==> src/rtl/pkg_vid_axis.sv <==
// Shared constants and helpers for the video AXI4-Stream blocks.
// Modules derive their own widths from their parameters through these helpers.
package pkg_vid_axis;

    function automatic int clog2(input int value);
        int result;
        result = 0;
        for (int i = 0; i < 31; i++) begin
            if ((1 << i) < value) begin
                result = i + 1;
            end
        end
        return result;
    endfunction

    function automatic int keep_width(input int pack, input int data_bits);
        return pack * data_bits / 8;
    endfunction

    // A single-lane counter still needs one bit.
    function automatic int lane_width(input int pack);
        return (pack > 1) ? clog2(pack) : 1;
    endfunction

    localparam int DATA_BITS_DEF = 8;
    localparam int PACK_DEF      = 4;
    localparam int KEEP_W        = keep_width(PACK_DEF, DATA_BITS_DEF);
    localparam int LANE_W        = lane_width(PACK_DEF);

endpackage

==> src/rtl/axis_reg_slice.sv <==
// Output register for an AXI4-Stream master: holds the beat while stalled,
// drops tvalid on the handshake unless a new word is loaded on the same edge.
module axis_reg_slice #(
    parameter int DW = 32,
    parameter int KW = 4
) (
    input  logic          clk_i,
    input  logic          rst_ni,
    input  logic          load_i,
    input  logic [DW-1:0] data_i,
    input  logic [KW-1:0] keep_i,
    input  logic          last_i,
    input  logic          user_i,
    input  logic          ready_i,
    output logic          valid_o,
    output logic [DW-1:0] data_o,
    output logic [KW-1:0] keep_o,
    output logic          last_o,
    output logic          user_o,
    output logic          ready_o
);

    logic          valid_q;
    logic [DW-1:0] data_q;
    logic [KW-1:0] keep_q;
    logic          last_q;
    logic          user_q;

    // Upstream may only load when this is high.
    assign ready_o = !valid_q || ready_i;

    always_ff @(posedge clk_i) begin
        if (!rst_ni) begin
            valid_q <= 1'b0;
            data_q  <= '0;
            keep_q  <= '0;
            last_q  <= 1'b0;
            user_q  <= 1'b0;
        end else if (load_i) begin
            valid_q <= 1'b1;
            data_q  <= data_i;
            keep_q  <= keep_i;
            last_q  <= last_i;
            user_q  <= user_i;
        end else if (ready_i) begin
            valid_q <= 1'b0;
        end
    end

    assign valid_o = valid_q;
    assign data_o  = data_q;
    assign keep_o  = keep_q;
    assign last_o  = last_q;
    assign user_o  = user_q;

endmodule

==> src/rtl/axis_pixel_packer.sv <==
// Packs PACK narrow pixels into one wide AXI4-Stream word, first pixel in the LSBs,
// keeping SOF/EOL markers, zero-padding short line ends and flagging misaligned SOF.
module axis_pixel_packer
    import pkg_vid_axis::*;
#(
    parameter int DATA_BITS = DATA_BITS_DEF,
    parameter int PACK      = PACK_DEF
) (
    input  logic                      aclk,
    input  logic                      aresetn,
    input  logic [DATA_BITS-1:0]      s_axis_tdata,
    input  logic                      s_axis_tvalid,
    output logic                      s_axis_tready,
    input  logic                      s_axis_tlast,
    input  logic                      s_axis_tuser,
    output logic [PACK*DATA_BITS-1:0] m_axis_tdata,
    output logic [PACK*DATA_BITS/8-1:0] m_axis_tkeep,
    output logic                      m_axis_tvalid,
    input  logic                      m_axis_tready,
    output logic                      m_axis_tlast,
    output logic                      m_axis_tuser,
    output logic                      sof_err
);

    localparam int WORD_W = PACK * DATA_BITS;
    localparam int KW     = keep_width(PACK, DATA_BITS);
    localparam int LW     = lane_width(PACK);
    localparam int BPL    = DATA_BITS / 8;

    logic [LW-1:0]     lane_q, lane_d, lane_eff;
    logic [WORD_W-1:0] acc_q, acc_d, acc_eff, merged;
    logic [KW-1:0]     word_keep;
    logic              sof_pend_q, sof_pend_d;
    logic              sof_err_q, sof_err_d;
    logic              slice_ready, accept, misalign, complete, word_user;

    assign s_axis_tready = slice_ready;
    assign accept        = s_axis_tvalid && slice_ready;

    // A misaligned SOF restarts the word: the pixel behaves as if it arrived at lane 0.
    assign misalign  = accept && s_axis_tuser && (lane_q != '0);
    assign lane_eff  = misalign ? '0 : lane_q;
    assign acc_eff   = misalign ? '0 : acc_q;
    assign complete  = accept && ((lane_eff == LW'(PACK - 1)) || s_axis_tlast);
    assign word_user = (lane_eff == '0) ? s_axis_tuser : sof_pend_q;

    always_comb begin
        merged    = acc_eff;
        word_keep = '0;
        for (int i = 0; i < PACK; i++) begin
            if (LW'(i) == lane_eff) begin
                merged[i*DATA_BITS +: DATA_BITS] = s_axis_tdata;
            end
            if (LW'(i) <= lane_eff) begin
                word_keep[i*BPL +: BPL] = {BPL{1'b1}};
            end
        end
    end

    always_comb begin
        lane_d     = lane_q;
        acc_d      = acc_q;
        sof_pend_d = sof_pend_q;
        sof_err_d  = misalign;
        if (complete) begin
            lane_d     = '0;
            acc_d      = '0;
            sof_pend_d = 1'b0;
        end else if (accept) begin
            lane_d     = lane_eff + 1'b1;
            acc_d      = merged;
            sof_pend_d = word_user;
        end
    end

    always_ff @(posedge aclk) begin
        if (!aresetn) begin
            lane_q     <= '0;
            acc_q      <= '0;
            sof_pend_q <= 1'b0;
            sof_err_q  <= 1'b0;
        end else begin
            lane_q     <= lane_d;
            acc_q      <= acc_d;
            sof_pend_q <= sof_pend_d;
            sof_err_q  <= sof_err_d;
        end
    end

    assign sof_err = sof_err_q;

    axis_reg_slice #(
        .DW(WORD_W),
        .KW(KW)
    ) u_out_slice (
        .clk_i   (aclk),
        .rst_ni  (aresetn),
        .load_i  (complete),
        .data_i  (merged),
        .keep_i  (word_keep),
        .last_i  (s_axis_tlast),
        .user_i  (word_user),
        .ready_i (m_axis_tready),
        .valid_o (m_axis_tvalid),
        .data_o  (m_axis_tdata),
        .keep_o  (m_axis_tkeep),
        .last_o  (m_axis_tlast),
        .user_o  (m_axis_tuser),
        .ready_o (slice_ready)
    );

endmodule

==> config.mk <==
export PLATFORM = sky130hd
export DESIGN_NAME = axis_pixel_packer
export DESIGN_NICKNAME = d
export VERILOG_FILES = /design/src/rtl/pkg_vid_axis.sv /design/src/rtl/axis_reg_slice.sv /design/src/rtl/axis_pixel_packer.sv
export SDC_FILE = /design/constraint.sdc
export NUM_CORES = 1
export LEC_CHECK = 0
export BUFFER_PORTS_ARGS = -buffer_cell sky130_fd_sc_hd__buf_2
export CAP_MARGIN = 0
export CORE_MARGIN = 10
export CORE_UTILIZATION = 50
export DETAILED_ROUTE_END_ITERATION = 8
export GPL_ROUTABILITY_DRIVEN = 0
export PLACE_DENSITY = 0.78
export SYNTH_ARGS = -nofsm -noshare
export SYNTH_HDL_FRONTEND = slang
export SYNTH_SLANG_ARGS = --single-unit
export TNS_END_PERCENT = 50
==> constraint.sdc <==
create_clock -name aclk -period 2.1 [get_ports aclk]
set_input_delay 0.42 -clock aclk [delete_from_list [all_inputs] [get_ports aclk]]
set_output_delay 0.42 -clock aclk [all_outputs]
set_load 0.05 [all_outputs]
==> flow_summary_export.csv, run 1 <==
group,metric,value,unit
power,p_leak,1.54,nW
timing,skew,0.0103,ns
clocking,cts_tree,"done",
route,vias,2578,
floorplan,pin_count,55,
hold_path,worstHoldStart,"s_axis_tuser",
synth,ys_seq_area_share,48.1,%
clocking,cts_buffers,9,
worst_setup_path,cp-start-kind,"flip-flop",
grt,grt_pass1_wl,12.6,mm
route,drc,0,
floorplan,dieArea,9800,um^2
synth,ys_seq_elements,75,
grt,track_usage,15.7,%
timing,hold_ws,0.357,ns
clocking,insertion_delay,0.35,ns
cells_and_area,drive_gt1_share,27.4,%
clocking,post_cts_resized,0,
route,drtIter0Drc,214,
worst_setup_path,crit_fanout,30,
cells_and_area,diodes,0,
synth,synth_cell_types,38,
timing,rsz0062_at_grt,"false",
cells_and_area,fin_area,3660,um^2
worst_setup_path,critPathMaxStageDelay,0.34,ns
place,io_buffers,54,
place,pre_cts_ws,-0.0325,ns
timing,worst_pin_slew,0.403,ns
place,place_area,3460,um^2
worst_setup_path,reg2reg_slack,0.19,ns
worst_setup_path,reg2reg_from,"u_out_slice.valid_o",
floorplan,start_util,52.1,%
timing,finalHoldViolations,0,
cells_and_area,nets,391,
floorplan,coreArea,5990,um^2
clocking,clkSlewWorstSetupHoldPaths,0.08,ns
clocking,clk_path_buf_depth,2,
timing,drv_slew,0,
synth,async_reset_ff_share,0,%
worst_setup_path,cp_num_buf_inv,1,
flow_run,drv_cap,0,
grt,antenna_found_initial,0,
synth,synth_top_area_share,48.1,%
timing,timing.final.ws_setup,0.186,ns
synth,synth.avg_cell_area,9.69,um^2
route,route.detailed.wl_per_inst,16.9,um
worst_setup_path,crit_slowest_cell,"dfxtp_2",
synth,synth_edf_count,0,
worst_setup_path,endpoint_kind,"flip-flop",
synth,synth_top_area_cell,"dfxtp_1",
floorplan,dieHeight,99.0,um
grt,grt_max_degree,31,
floorplan,placementRows,28,
hold_path,hold_class,"input port to flip-flop",
timing,finalSetupViolCount,0,
worst_setup_path,path_delay_family,"simple AND/OR/NAND/NOR gates",
worst_setup_path,critPathKind,"flip-flop to flip-flop",
grt,overflow,0,
route,final_antenna_net_count,0,
place,dp_hpwl,5.27,mm
worst_setup_path,cp.required,2.33,ns
run_status,outcome,"completed",
timing,period_share,91.1,%
route,firstDrtPassIters,4,
cells_and_area,fin_util,61.0,%
synth,synthTopCellsByArea,"dfxtp_1 48%, a22oi_1 7.7%, nor2_1 7.1%",
synth,ys.flop_type,"dfxtp_1",
clocking,cts_hold_buf,0,
power,power.density,848,nW/um^2
cells_and_area,fillers,521,
power,power.total,0.00310,W
clocking,post_cts_buffers,0,
clocking,htree_levels,3,
clocking,cts_sinks,75,
timing,relSlewSlack,73.1,%
cells_and_area,syn2layout_area_growth,17.2,%
worst_setup_path,arrival,2.15,ns
synth,synthCells,322,
timing,fmax,522,MHz
power,peakVddDrop,0.516,mV
synth,yosysWarnings,0,
floorplan,die_width,99.0,um
worst_setup_path,crit_path_start,"u_out_slice.valid_o",
synth,syn_nets,341,
synth,synth_area,3120,um^2
worst_setup_path,cp_cell_sequence,"nand2b_4, nand3_4, and2_4, ha_2, or2_4, buf_4, and3_4, o21ai_0, nor2_1",
timing,finalCriticalPeriod,1.91,ns
grt,grt_pass1_vias,2467,
route,routed_wl,7.63,mm
clocking,ctsRootBufferMaster,"clkbuf_8",
route,drt-vias-per-instance,5.72,
==> tightest hold or removal path: cells and delay by family <==
kind          cells  cell delay, ns
simple gates      2            0.12
buf+inv           1            0.12
==> final timing paths <==
path                                         endpoint  cells past startpoint
worst min register to register  u_out_slice.keep_o[0]                      1
worst min-delay path                          sof_err                      3
worst max-delay path            u_out_slice.data_o[6]                      9
worst max register to register  u_out_slice.data_o[6]                      9
==> Yosys cell counts, drive strengths merged, types with 2 or more instances <==
library cell	instances
nand2b	3
nand2	7
dfxtp	75
a21oi	3
nand3	5
ha	5
o211a	2
o2bb2ai	8
o21a	2
and2	9
clkbuf	8
o211ai	4
a21boi	2
buf	24
o21ai	25
mux2i	10
a221oi	24
and3	5
a22oi	32
nor2	62
inv	2
==> where the power goes <==
part | internal [W] | leakage (nW) | switching, W
clock network | 0.000607 | 0.0995 | 0.000501
registers | 0.00148 | 0.611 | 0.0000284
logic | 0.000143 | 0.826 | 0.000345
total | 0.00223 | 1.54 | 0.000875
==> registers in the layout, summed over array words and instances, names as in the netlist <==
name	cells
acc_q	32
lane_q	2
sof_err	1
sof_pend_q	1
u_out_slice.data_o	32
u_out_slice.keep_o	4
u_out_slice.last_o	1
u_out_slice.user_o	1
u_out_slice.valid_o	1
==> kinds of logic after synthesis <==
family / Yosys count / synth area share, %
AO/OA/AOI/OAI: 104 / 25.5
AND/OR/NAND/NOR: 94 / 14.5
flip-flops: 75 / 48.1
buffers and inverters: 34 / 6.69
multiplexers: 10 / 3.21
adder cells (fa/ha/maj): 5 / 2.00
==> area by class of cell <==
cell class	count	area (um^2)	share of cell area [%]
flip-flops and latches	75	1500	41.1
multi-input cells	213	1440	39.3
repair buffers	71	423	11.6
clock buffers	13	159	4.34
well taps	75	93.8	2.57
clock inverters	2	35.0	0.958
inverters	2	7.51	0.205
==> layer usage <==
| layer | wire length (um) | share of wire (%) | GRT usage (%) | vias up |
|---|---|---|---|---|
| li1 | - | - | - | 1266 |
| met1 | 3400 | 45 | 20.1 | 1237 |
| met2 | 3660 | 48 | 23.9 | 67 |
| met3 | 479 | 6.3 | 4.33 | 8 |
| met4 | 90 | 1.2 | 7.17 | 0 |
| met5 | 0 | 0 | 0 | - |
==> per-stage QoR <==
step / std cells / setup TNS [ns]
global route: 451 / 0
CTS: 451 / 0
global placement: 436 / 0
finish: 451 / 0
detailed placement: 436 / -0.0990
floorplan: 322 / 0
==> cell usage in the layout (no fill, tap or decap), drive strengths merged, types with 8 or more instances in the layout <==
cell     instances
o2bb2ai          8
dfxtp           75
a22oi           32
buf             71
mux2i           10
o21ai           25
a221oi          24
nor2            62
clkbuf          13
and2             9
(Power assumes the default switching activity.)
==> inputs of run 2 (changes only) <==
--- a/config.mk
+++ b/config.mk
@@ -5,13 +5,14 @@
 export SDC_FILE = /design/constraint.sdc
 export NUM_CORES = 1
 export LEC_CHECK = 0
-export BUFFER_PORTS_ARGS = -buffer_cell sky130_fd_sc_hd__buf_2
+export BUFFER_PORTS_ARGS = -buffer_cell sky130_fd_sc_hd__buf_4
 export CAP_MARGIN = 0
 export CORE_MARGIN = 10
 export CORE_UTILIZATION = 50
+export CTS_CLUSTER_SIZE = 14
 export DETAILED_ROUTE_END_ITERATION = 8
 export GPL_ROUTABILITY_DRIVEN = 0
-export PLACE_DENSITY = 0.78
+export PLACE_DENSITY = 0.84
 export SYNTH_ARGS = -nofsm -noshare
 export SYNTH_HDL_FRONTEND = slang
 export SYNTH_SLANG_ARGS = --single-unit
==> flow_summary_export.csv, run 2 (synthesized netlist as in run 1, its figures left out) <==
group,metric,value,unit
cells_and_area,fin_util,63.5,%
grt,track_usage,16.0,%
grt,grt_pass1_vias,2724,
cells_and_area,drive_gt1_share,27.7,%
power,seqPwrFrac,46.3,%
worst_setup_path,critPathMaxStageDelay,0.36,ns
worst_setup_path,critPathKind,"flip-flop to flip-flop",
worst_setup_path,crit_slowest_cell,"dfxtp_2",
worst_setup_path,reg2reg_from,"u_out_slice.valid_o",
clocking,post_cts_buffers,0,
floorplan,start_util,52.1,%
floorplan,pin_count,55,
grt,antenna_found_initial,0,
cells_and_area,register_area,1500,um^2
timing,finalSetupViolCount,0,
cells_and_area,multi_input_area,1440,um^2
grt,grt.met3_usage,6.08,%
clocking,clkSlewWorstSetupHoldPaths,0.08,ns
cells_and_area,diodes,0,
worst_setup_path,cp-start-kind,"flip-flop",
clocking,cts_hold_buf,0,
worst_setup_path,cp.required,2.32,ns
route,drc,0,
flow_run,drv_cap,0,
clocking,htree_levels,3,
timing,skew,0.00584,ns
clocking,post_cts_resized,0,
timing,finalCriticalPeriod,1.88,ns
clocking,ctsRootBufferMaster,"clkbuf_8",
power,power.total,0.00326,W
cells_and_area,final_common_cell,"dfxtp_1",
grt,grt_pass1_wl,13.0,mm
cells_and_area,syn2layout_area_growth,21.9,%
hold_path,hold_class,"input port to flip-flop",
run_status,outcome,"completed",
clocking,cts_sinks,75,
place,dp_hpwl,5.31,mm
cells_and_area,nets,390,
route,drtIter0Drc,186,
power,p_clk_share,37.9,%
floorplan,dieHeight,99.0,um
grt,grt_max_degree,43,
timing,rsz0062_at_grt,"false",
timing,drv_slew,0,
route,drt-vias-per-instance,5.88,
power,power.density,856,nW/um^2
worst_setup_path,endpoint_kind,"flip-flop",
place,io_buffers,54,
power,p_leak,1.55,nW
cells_and_area,mostFrequentLayoutCells,"74 x dfxtp_1, 69 x buf_4, 59 x nor2_1, 32 x a22oi_1, 24 x a221oi_1",
worst_setup_path,reg2reg_slack,0.22,ns
power,peakVddDrop,0.489,mV
route,firstDrtPassIters,5,
hold_path,worstHoldStart,"s_axis_tlast",
grt,met1_usage,17.2,%
clocking,cts_buffers,9,
clocking,cts_tree,"done",
worst_setup_path,crit_fanout,17,
power,p_sw,0.000879,W
floorplan,die_width,99.0,um
power,power_frac_comb,15.8,%
worst_setup_path,arrival,2.11,ns
power,p_int,0.00238,W
timing,period_share,89.6,%
power,p_sw_share,27.0,%
grt,grtUsageMet2,26.2,%
route,routed_wl,7.86,mm
timing,worst_pin_slew,0.428,ns
route,route.detailed.wl_per_inst,17.4,um
floorplan,dieArea,9800,um^2
clocking,clk_path_buf_depth,2,
worst_setup_path,cp_num_buf_inv,1,
timing,relSlewSlack,71.4,%
worst_setup_path,critical_path.most_common_cell,"nand3_4",
worst_setup_path,timing.rr.end,"u_out_slice.data_o[19]",
hold_path,worstHoldPathCells,3,
worst_setup_path,path_delay_family,"simple AND/OR/NAND/NOR gates",
floorplan,placementRows,28,
timing,fmax,531,MHz
timing,finalSetupTns,0,ns
timing,finalHoldViolations,0,
hold_path,min_to,"u_out_slice.last_o",
floorplan,coreArea,5990,um^2
cells_and_area,fillers,481,
grt,top_usage_layer,"met2",
worst_setup_path,reg2reg_depth,9,
route,final_antenna_net_count,0,
worst_setup_path,cp_cell_sequence,"nand2b_4, nand3_4, and2_4, ha_2, or2_4, nand3_4, buf_4, a221oi_1, nor2_1",
grt,overflow,0,
route,vias,2650,
clocking,insertion_delay,0.34,ns
-- run 2: cell count changes in the layout (fill, tap and decap cells not counted) --
cell        delta
buf_12         -1
buf_2         -54
buf_4         +54
bufinv_16      +1
clkbuf_1       -1
clkinvlp_4     +1
-- run 2: per-layer routing --
metal / routed length (um) / vias up
met5: 0 / -
met4: 306 / 0
met3: 593 / 21
met2: 3740 / 99
met1: 3230 / 1262
li1: - / 1268
-- run 2: power by group through the flow --
stage | sequential (W) | clock (W) | combinational [W]
after floorplan | 0.00167 | 0 | 0.000238
after global routing | 0.00151 | 0.00132 | 0.000553
after global placement | 0.00154 | 0 | 0.000506
after detailed placement | 0.00154 | 0 | 0.000513
final | 0.00151 | 0.00124 | 0.000514
after CTS | 0.00151 | 0.00126 | 0.000516
-- run 2: worst max path at each step --
stage | startpoint | to | cells after the start
global route | u_out_slice.valid_o | u_out_slice.data_o[8] | 9
finish | u_out_slice.valid_o | u_out_slice.data_o[19] | 9
global placement | m_axis_tready | u_out_slice.data_o[4] | 10
CTS | u_out_slice.valid_o | u_out_slice.data_o[10] | 9
floorplan | m_axis_tready | u_out_slice.keep_o[1] | 10
detailed placement | m_axis_tready | u_out_slice.user_o | 10
-- run 2: area by class of cell --
class	count	share of cell area [%]
well taps	75	2.47
clock buffers	12	4.08
clock inverters	4	1.91
repair buffers	70	14.1
inverters	2	0.197
flip-flops and latches	75	39.5
multi-input cells	213	37.7
-- run 2: per-stage QoR --
stage / area (um^2) / cells / hold WS, ns / worst slack, ns
floorplan: 3170 / 322 / 0.460 / 0.00127
global placement: 3580 / 435 / 0.450 / 0.0462
detailed placement: 3580 / 435 / 0.454 / -0.0179
CTS: 3810 / 451 / 0.375 / 0.213
global route: 3810 / 451 / 0.394 / 0.0757
finish: 3810 / 451 / 0.385 / 0.218
-- run 2: worst reg2reg max path, cell delays in order (launching register included) --
cell      delay, ns
dfxtp_2        0.36
nand2b_4       0.07
nand3_4        0.10
and2_4         0.16
ha_2           0.18
or2_4          0.13
nand3_4        0.20
buf_4          0.24
a221oi_1       0.24
nor2_1         0.09
